<file path="config.mk">
export PLATFORM = sky130hd
export DESIGN_NAME = l2_mem_arbiter_flat
export DESIGN_NICKNAME = d
export VERILOG_FILES = /design/src/rtl/l2_mem_arbiter_pkg.sv /design/src/rtl/l2_mem_arbiter_if.sv /design/src/rtl/l2_mem_arbiter_rr_arb2.sv /design/src/rtl/l2_mem_arbiter.sv /design/src/flat_wrapper.sv
export SDC_FILE = /design/constraint.sdc
export NUM_CORES = 1
export LEC_CHECK = 0
export ABC_AREA = 1
export CELL_PAD_IN_SITES_DETAIL_PLACEMENT = 0
export CELL_PAD_IN_SITES_GLOBAL_PLACEMENT = 1
export CORE_AREA = 4 4 337 339
export CTS_CLUSTER_SIZE = 20
export DETAILED_ROUTE_END_ITERATION = 10
export DIE_AREA = 0 0 341 343
export PLACE_DENSITY_LB_ADDON = 0.1
export SYNTH_ARGS = -nofsm -noshare
export SYNTH_HDL_FRONTEND = slang
export SYNTH_SLANG_ARGS = --single-unit
</file>
<file path="constraint.sdc">
create_clock -name clk -period 2.6 [get_ports clk]
set_clock_uncertainty 0.15 [all_clocks]
set_input_delay 0.39 -clock clk [delete_from_list [all_inputs] [get_ports clk]]
set_output_delay 0.39 -clock clk [all_outputs]
set_load 0.005 [all_outputs]
</file>
<file path="src/rtl/l2_mem_arbiter_pkg.sv">
// Shared definitions for the L2 memory arbiter slice.
// Holds the controller state type, the port-owner encoding and the
// default block address/data widths used by the interface and modules.
package l2_mem_pkg;

  localparam int unsigned ADDR_W_DEF = 28;
  localparam int unsigned DATA_W_DEF = 128;

  typedef enum logic [1:0] {
    IDLE,
    BUSY,
    DONE
  } arb_state_t;

  localparam logic OWN_I = 1'b0;
  localparam logic OWN_D = 1'b1;

endpackage

</file>
<file path="src/rtl/l2_mem_arbiter_if.sv">
// Bus bundle between the I/D cache miss ports, the arbiter and main memory.
// Ports (per side x in {i, d}):
//   x_read/x_write/x_addr/x_wdata  cache -> arbiter request
//   x_rdata/x_ready                arbiter -> cache completion
//   mem_read/mem_write/mem_addr/mem_wdata/mem_owner  arbiter -> memory
//   mem_rdata/mem_ready                               memory -> arbiter
// Modports: master = arbiter view, slave = caches + memory view.
interface l2_mem_arbiter_if
  import l2_mem_pkg::*;
#(
  parameter int unsigned ADDR_W = ADDR_W_DEF,
  parameter int unsigned DATA_W = DATA_W_DEF
);

  logic              i_read;
  logic              i_write;
  logic [ADDR_W-1:0] i_addr;
  logic [DATA_W-1:0] i_wdata;
  logic [DATA_W-1:0] i_rdata;
  logic              i_ready;

  logic              d_read;
  logic              d_write;
  logic [ADDR_W-1:0] d_addr;
  logic [DATA_W-1:0] d_wdata;
  logic [DATA_W-1:0] d_rdata;
  logic              d_ready;

  logic              mem_read;
  logic              mem_write;
  logic [ADDR_W-1:0] mem_addr;
  logic [DATA_W-1:0] mem_wdata;
  logic [DATA_W-1:0] mem_rdata;
  logic              mem_ready;
  logic              mem_owner;

  modport master (
    input  i_read, i_write, i_addr, i_wdata,
    input  d_read, d_write, d_addr, d_wdata,
    input  mem_rdata, mem_ready,
    output i_rdata, i_ready, d_rdata, d_ready,
    output mem_read, mem_write, mem_addr, mem_wdata, mem_owner
  );

  modport slave (
    output i_read, i_write, i_addr, i_wdata,
    output d_read, d_write, d_addr, d_wdata,
    output mem_rdata, mem_ready,
    input  i_rdata, i_ready, d_rdata, d_ready,
    input  mem_read, mem_write, mem_addr, mem_wdata, mem_owner
  );

endinterface

</file>
<file path="src/rtl/l2_mem_arbiter_rr_arb2.sv">
// Two-requester round-robin picker (purely combinational).
// Ports:
//   req[1:0]    request vector, bit 0 = I side, bit 1 = D side
//   last_grant  side granted most recently
//   grant_sel   selected side; only meaningful when |req
module rr_arb2
  import l2_mem_pkg::*;
(
  input  logic [1:0] req,
  input  logic       last_grant,
  output logic       grant_sel
);

  always_comb begin
    grant_sel = ~last_grant;
    case (req)
      2'b01:   grant_sel = OWN_I;
      2'b10:   grant_sel = OWN_D;
      2'b11:   grant_sel = ~last_grant;
      default: grant_sel = ~last_grant;
    endcase
  end

endmodule

</file>
<file path="src/rtl/l2_mem_arbiter.sv">
// Shares one block-wide main-memory port between the I-side and D-side
// caches. One transaction at a time: grant in IDLE, hold in BUSY until
// mem_ready, then a single DONE cycle carrying the owner's ready pulse.
// Ports:
//   clk         rising-edge clock
//   proc_reset  synchronous active-high reset, aborts any transaction
//   bus         l2_mem_arbiter_if.master (cache request/response + memory port)
module l2_mem_arbiter
  import l2_mem_pkg::*;
#(
  parameter int unsigned ADDR_W = ADDR_W_DEF,
  parameter int unsigned DATA_W = DATA_W_DEF
) (
  input logic                clk,
  input logic                proc_reset,
  l2_mem_arbiter_if.master   bus
);

  arb_state_t        state, state_n;
  logic              last_grant, last_n;
  logic              own_q, own_n;
  logic              rd_q, rd_n;
  logic              wr_q, wr_n;
  logic [ADDR_W-1:0] addr_q, addr_n;
  logic [DATA_W-1:0] wdata_q, wdata_n;
  logic [DATA_W-1:0] i_rdata_q, i_rdata_n;
  logic [DATA_W-1:0] d_rdata_q, d_rdata_n;
  logic              i_rdy_q, i_rdy_n;
  logic              d_rdy_q, d_rdy_n;

  logic [1:0]        req;
  logic              grant_sel;

  assign req = {bus.d_read | bus.d_write, bus.i_read | bus.i_write};

  rr_arb2 u_rr_arb2 (
    .req        (req),
    .last_grant (last_grant),
    .grant_sel  (grant_sel)
  );

  always_ff @(posedge clk) begin
    if (proc_reset) begin
      state      <= IDLE;
      last_grant <= OWN_D;
      own_q      <= OWN_I;
      rd_q       <= 1'b0;
      wr_q       <= 1'b0;
      addr_q     <= '0;
      wdata_q    <= '0;
      i_rdata_q  <= '0;
      d_rdata_q  <= '0;
      i_rdy_q    <= 1'b0;
      d_rdy_q    <= 1'b0;
    end else begin
      state      <= state_n;
      last_grant <= last_n;
      own_q      <= own_n;
      rd_q       <= rd_n;
      wr_q       <= wr_n;
      addr_q     <= addr_n;
      wdata_q    <= wdata_n;
      i_rdata_q  <= i_rdata_n;
      d_rdata_q  <= d_rdata_n;
      i_rdy_q    <= i_rdy_n;
      d_rdy_q    <= d_rdy_n;
    end
  end

  always_comb begin
    state_n   = state;
    last_n    = last_grant;
    own_n     = own_q;
    rd_n      = rd_q;
    wr_n      = wr_q;
    addr_n    = addr_q;
    wdata_n   = wdata_q;
    i_rdata_n = i_rdata_q;
    d_rdata_n = d_rdata_q;
    // Ready defaults low so the pulse set on completion clears on DONE exit.
    i_rdy_n   = 1'b0;
    d_rdy_n   = 1'b0;

    case (state)
      IDLE: begin
        if (|req) begin
          own_n = grant_sel;
          if (grant_sel == OWN_D) begin
            wr_n    = bus.d_write;
            rd_n    = bus.d_read & ~bus.d_write;
            addr_n  = bus.d_addr;
            wdata_n = bus.d_wdata;
          end else begin
            wr_n    = bus.i_write;
            rd_n    = bus.i_read & ~bus.i_write;
            addr_n  = bus.i_addr;
            wdata_n = bus.i_wdata;
          end
          state_n = BUSY;
        end
      end
      BUSY: begin
        if (bus.mem_ready) begin
          rd_n   = 1'b0;
          wr_n   = 1'b0;
          last_n = own_q;
          if (own_q == OWN_D) begin
            d_rdy_n = 1'b1;
            if (rd_q) d_rdata_n = bus.mem_rdata;
          end else begin
            i_rdy_n = 1'b1;
            if (rd_q) i_rdata_n = bus.mem_rdata;
          end
          state_n = DONE;
        end
      end
      DONE: begin
        state_n = IDLE;
      end
      default: begin
        state_n = IDLE;
      end
    endcase
  end

  assign bus.mem_read  = rd_q;
  assign bus.mem_write = wr_q;
  assign bus.mem_addr  = addr_q;
  assign bus.mem_wdata = wdata_q;
  assign bus.mem_owner = own_q;
  assign bus.i_rdata   = i_rdata_q;
  assign bus.d_rdata   = d_rdata_q;
  assign bus.i_ready   = i_rdy_q;
  assign bus.d_ready   = d_rdy_q;

endmodule

</file>
<file path="src/flat_wrapper.sv">
// flat-port wrapper written by rule: the top's interface ports become plain ports
module l2_mem_arbiter_flat import l2_mem_pkg::*;
#(
  parameter int unsigned ADDR_W = ADDR_W_DEF,
  parameter int unsigned DATA_W = DATA_W_DEF
)
  (clk, proc_reset, bus_i_read, bus_i_write, bus_i_addr, bus_i_wdata, bus_d_read, bus_d_write, bus_d_addr, bus_d_wdata, bus_mem_rdata, bus_mem_ready, bus_i_rdata, bus_i_ready, bus_d_rdata, bus_d_ready, bus_mem_read, bus_mem_write, bus_mem_addr, bus_mem_wdata, bus_mem_owner);
  l2_mem_arbiter_if #(.ADDR_W(ADDR_W), .DATA_W(DATA_W)) bus_i ();
  input logic clk;
  input logic proc_reset;
  input wire logic [$bits(bus_i.i_read)-1:0] bus_i_read;
  input wire logic [$bits(bus_i.i_write)-1:0] bus_i_write;
  input wire logic [$bits(bus_i.i_addr)-1:0] bus_i_addr;
  input wire logic [$bits(bus_i.i_wdata)-1:0] bus_i_wdata;
  input wire logic [$bits(bus_i.d_read)-1:0] bus_d_read;
  input wire logic [$bits(bus_i.d_write)-1:0] bus_d_write;
  input wire logic [$bits(bus_i.d_addr)-1:0] bus_d_addr;
  input wire logic [$bits(bus_i.d_wdata)-1:0] bus_d_wdata;
  input wire logic [$bits(bus_i.mem_rdata)-1:0] bus_mem_rdata;
  input wire logic [$bits(bus_i.mem_ready)-1:0] bus_mem_ready;
  output wire logic [$bits(bus_i.i_rdata)-1:0] bus_i_rdata;
  output wire logic [$bits(bus_i.i_ready)-1:0] bus_i_ready;
  output wire logic [$bits(bus_i.d_rdata)-1:0] bus_d_rdata;
  output wire logic [$bits(bus_i.d_ready)-1:0] bus_d_ready;
  output wire logic [$bits(bus_i.mem_read)-1:0] bus_mem_read;
  output wire logic [$bits(bus_i.mem_write)-1:0] bus_mem_write;
  output wire logic [$bits(bus_i.mem_addr)-1:0] bus_mem_addr;
  output wire logic [$bits(bus_i.mem_wdata)-1:0] bus_mem_wdata;
  output wire logic [$bits(bus_i.mem_owner)-1:0] bus_mem_owner;
  assign bus_i.i_read = bus_i_read;
  assign bus_i.i_write = bus_i_write;
  assign bus_i.i_addr = bus_i_addr;
  assign bus_i.i_wdata = bus_i_wdata;
  assign bus_i.d_read = bus_d_read;
  assign bus_i.d_write = bus_d_write;
  assign bus_i.d_addr = bus_d_addr;
  assign bus_i.d_wdata = bus_d_wdata;
  assign bus_i.mem_rdata = bus_mem_rdata;
  assign bus_i.mem_ready = bus_mem_ready;
  assign bus_i_rdata = bus_i.i_rdata;
  assign bus_i_ready = bus_i.i_ready;
  assign bus_d_rdata = bus_i.d_rdata;
  assign bus_d_ready = bus_i.d_ready;
  assign bus_mem_read = bus_i.mem_read;
  assign bus_mem_write = bus_i.mem_write;
  assign bus_mem_addr = bus_i.mem_addr;
  assign bus_mem_wdata = bus_i.mem_wdata;
  assign bus_mem_owner = bus_i.mem_owner;
  l2_mem_arbiter #(.ADDR_W(ADDR_W), .DATA_W(DATA_W)) u_core (.clk(clk), .proc_reset(proc_reset), .bus(bus_i));
endmodule
</file>
# Word level (Yosys, flattened, before mapping)

Cells that the tools add are included.

Register bits after elaboration: 420
Input bits: 447
Output and inout bits: 417
Word-level logic and storage cells: 51

Equality and inequality tests: 5
Mux-type cells: 15
Bitwise logic cells: 10
Reduce and logical (&&, ||, !) cells: 10

Operators with widths:

| kind               | number |
|---|---|
| $mux 128           | 1 |
| $mux 28            | 1 |
| $reduce_and 4->1   | 2 |
| $mux 1             | 7 |
| $not 1->1          | 6 |
| $pmux 1 s2         | 3 |
| $reduce_and 2->1   | 3 |
| $eq 2x1->1 const B | 2 |
| $mux 2             | 2 |
| $pmux 2 s2         | 1 |
| $reduce_and 3->1   | 1 |
| $reduce_or 3->1    | 1 |
| $and 1x1->1        | 2 |
| $eq 2x2->1 const B | 1 |
| $logic_not 2->1    | 1 |
| $ne 2x1->1 const B | 1 |
| $ne 2x2->1 const B | 1 |
| $or 1x1->1         | 2 |
| $reduce_bool 2->1  | 1 |
| $reduce_or 2->1    | 1 |

# Logic depth before layout (Yosys ltp)

Word-level depth: 6
Depth in mapped cells: 12
Depth with buffers taken out: 10

# By module

A second synthesis with hierarchy kept.

Cells, all modules: 2746
Area total of the unflattened synthesis: 17885.9 um^2

By module, submodules not included:

| module         | instances | cells an instance | area an instance (um^2) |
|---|---|---|---|
| l2_mem_arbiter | 1         | 2739              | 17850.9 |
| rr_arb2        | 1         | 7                 | 35.0 |

# Worst setup path after synthesis

Ideal clock, no wire load.

Path type: in2reg
Start point: input port bus_d_write
End point: register u_core.wdata_q[104] (netlist: u_core.bus.mem_wdata[104])
Library setup time: 64 ps
Arrival: 1724 ps
Required time: 2386 ps
Slack: 662 ps
Cell stages on the path: 9
Cell sequence: inv_2 nand2_1 ha_1 nand2_1 buf_2 buf_1 nand3_1 and3_1 nor2_1

Longest elaborated chain between the ends: 4
Elaborated cells on any way between the ends: 7
Those cells by class: 2 x eq/ne; 2 x mux; 1 x bitwise; 2 x reduce/logical

Ends and longest elaborated chain:

| element                                  | RTL line                     | RTL |
|---|---|---|
| from (decl)                              | flat_wrapper.sv:16           | `input wire logic [$bits(bus_i.d_write)-1:0] bus_d_write;` |
| $or 1x1->1 *                             | l2_mem_arbiter.sv:34         | `assign req = {bus.d_read \| bus.d_write, bus.i_read \| bus.i_write};` |
| $eq 2x2->1 or $eq 2x1->1 (tied branches) | l2_mem_arbiter_rr_arb2.sv:16 | `case (req)` |
| $pmux 1 s2                               | l2_mem_arbiter_rr_arb2.sv:16 |  |
| $mux 128                                 | l2_mem_arbiter.sv:88         | `if (grant_sel == OWN_D) begin` |
| to (signal assigned)                     | l2_mem_arbiter.sv:62         | `wdata_q <= wdata_n;` |
| to (decl)                                | l2_mem_arbiter.sv:25         | `logic [DATA_W-1:0] wdata_q, wdata_n;` |

Mark *: on every way between the ends. The rest lies on a longest branch, timed or not.
A chain may end at the register's enable or synchronous reset.

# Worst setup path after layout

Start point: register u_core.d_rdata_q[57] (netlist: u_core.bus.d_rdata[57])
End point: output port bus_d_rdata[57]

RTL lines:

| element                | RTL line             | RTL |
|---|---|---|
| from (decl)            | l2_mem_arbiter.sv:27 | `logic [DATA_W-1:0] d_rdata_q, d_rdata_n;` |
| from (signal assigned) | l2_mem_arbiter.sv:64 | `d_rdata_q <= d_rdata_n;` |
| to (decl)              | flat_wrapper.sv:23   | `output wire logic [$bits(bus_i.d_rdata)-1:0] bus_d_rdata;` |

No word-level cell between the ends.

==> qor.csv <==
metric,value,unit
status,finished clean,
grt_pass1_wl,138,mm
path_cells,clkdlybuf4s50_1,
maxCapViolCount,0,
drt-initial-drc-count,775,
critical_path_buf_inv_count,1,
grt_usage,15.9,%
grt_start_max_net_pins,95,
final.period_utilization,87.5,%
io_pins,864,
yosysWarningCount,0,
rsz0062_at_grt,false,
drtPass1Iterations,5,
die_x,341,um
detail-route-antenna-nets,0,
hold_buffers,0,
maxSlewViolCount,0,
end_kind,output pin,
syn_nets,2656,
fin_crit,2.28,ns
leakage,11.1,nW
hp-class,in -> reg,
crit_arrival,1.74,ns
synth_seq_cells,420,
fmax,439,MHz
max_stage_delay,0.75,ns
avgSynthCellArea,7.43,um2
clock-root-buffer,clkbuf_16,
cts_setup_buffers,0,
clk_path_buf_depth,3,
ys_seq_area_share,51.2,%
clk_latency,0.66,ns
power_density,619,nW/um2
cts_tree,built,
r2r_start,u_core.state[1],
final_hold_viol_count,0,
crit_fanout,2,
synth_cells,2208,
netlist_area,16400,um2
syn2layout_area_growth,78.7,%
dp_hpwl,75.3,mm
antenna_found_initial,30,
route.detailed.drc,0,
via_per_inst,3.97,
ir_worst_vdd,518,uV
cts_resized,0,
synth.distinct_cells,22,
slew_headroom,66.0,%
overflow,0,
clk_pin_slew_worst_paths,0.06,ns
slowest_stage,clkdlybuf4s50_1,
numClockSinks,420,
portBuffers,863,
setup.worst_path.start_class,flip-flop,
fp.coreArea,110000,um2
h-tree-depth,2,
setup_viol,0,
hold_slack,0.230,ns
gp_congestion,0.796,
cts-buffers-inserted,57,
dp_worst_setup_slack,-0.0600,ns
layout_common_cells,"863 x clkdlybuf4s50_1, 675 x nor2_1, 420 x dfxtp_1",
min_from,bus_mem_rdata[85],
wl,97.6,mm
initial_core_util,14.9,%
row_count,122,
dieHeight,343,um
fin_ws,0.324,ns
crit_family,buffers and inverters,
nets,3493,
vias,18238,
cp-startpoint,u_core.bus.d_rdata[57],
tightest_slew,0.504,ns
layout-drive-gt1-share,6.37,%
required,2.06,ns
post_drt_wl_per_cell,21.2,um
critical_path_class,reg -> out,
grt_pass1_vias,18873,
final_common_cell,clkdlybuf4s50_1,
die_area,117000,um2
fin_util,26.6,%
==> flip-flops by register name, indices dropped and copies added, names as in the netlist, 2 cells and up <==
| name | count |
|---|---|
| u_core.bus.mem_wdata | 128 |
| u_core.state | 2 |
| u_core.bus.i_rdata | 128 |
| u_core.bus.d_rdata | 128 |
| u_core.bus.mem_addr | 28 |
==> per-stage QoR <==
stage / area (um2) / setup TNS [ns] / power, W / cells
floorplan: 16400 / 0 / 0.00821 / 2208
global route: 29300 / 0 / 0.0191 / 4582
detailed placement: 27400 / -1.54 / 0.0104 / 4474
finish: 29300 / 0 / 0.0181 / 4594
CTS: 29300 / 0 / 0.0186 / 4579
global placement: 27400 / -0.787 / 0.0104 / 4474
==> logic make-up (layout without fill, tap and decap cells) <==
logic type      count (synthesis)  after routing  synth area share, %
compound gates                419            419                 12.8
fa+ha+maj                       1              1               0.0762
buf+inv                       201           1084                 5.54
flops                         420            420                 51.2
other cells                     0             15                    0
simple gates                 1167           1167                 30.3
==> synth_stat cells <==
cell | instances | area share [%]
nor2_1 | 676 | 15
dfxtp_1 | 420 | 51
o21ai_0 | 383 | 12
nand2_1 | 171 | 3.9
nand3_1 | 161 | 4.9
and3_1 | 156 | 5.9
clkbuf_1 | 94 | 2.2
buf_2 | 74 | 2.3
o21ai_1 | 31 | 0.95
buf_4 | 12 | 0.55
inv_1 | 10 | 0.23
a21oi_1 | 4 | 0.12
buf_1 | 4 | 0.091
buf_6 | 2 | 0.14
clkbuf_2 | 2 | 0.061
inv_2 | 2 | 0.046
clkinv_1 | 1 | 0.023
ha_1 | 1 | 0.076
nor2_2 | 1 | 0.038
nor3_1 | 1 | 0.030
o211ai_1 | 1 | 0.046
or2_1 | 1 | 0.038
==> final timing paths <==
| kind | to | slack (ns) | cells after the start |
|---|---|---|---|
| min | u_core.bus.d_rdata[85] | 0.23 | 3 |
| max reg2reg | u_core.bus.d_rdata[23] | 0.63 | 7 |
| min reg2reg | u_core.bus.mem_write | 0.31 | 2 |
| max | bus_d_rdata[57] | 0.32 | 1 |
==> area by class of cell <==
type,count,area [um2]
Clock inverter,10,165
Fill cell,12014,81000
Tap cell,1488,1860
Inverter,13,61.3
Sequential cell,420,8410
Antenna cell,15,37.5
Clock buffer,95,1720
Timing Repair Buffer,966,9920
Multi-Input combinational cell,1587,7140
==> routing by layer <==
metal	share of wire, %	vias to the layer above	track usage (%)
li1	-	8946	-
met1	38	8527	17.2
met2	50	609	28.5
met3	9.6	128	6.92
met4	2.2	28	4.20
met5	0.19	-	0
==> power breakdown <==
group / switching [W] / internal (W) / total [W]
registers: 0.000191 / 0.00680 / 0.00699
logic: 0.00143 / 0.00180 / 0.00324
clock network: 0.00322 / 0.00469 / 0.00791
(Power assumes the default switching activity.)
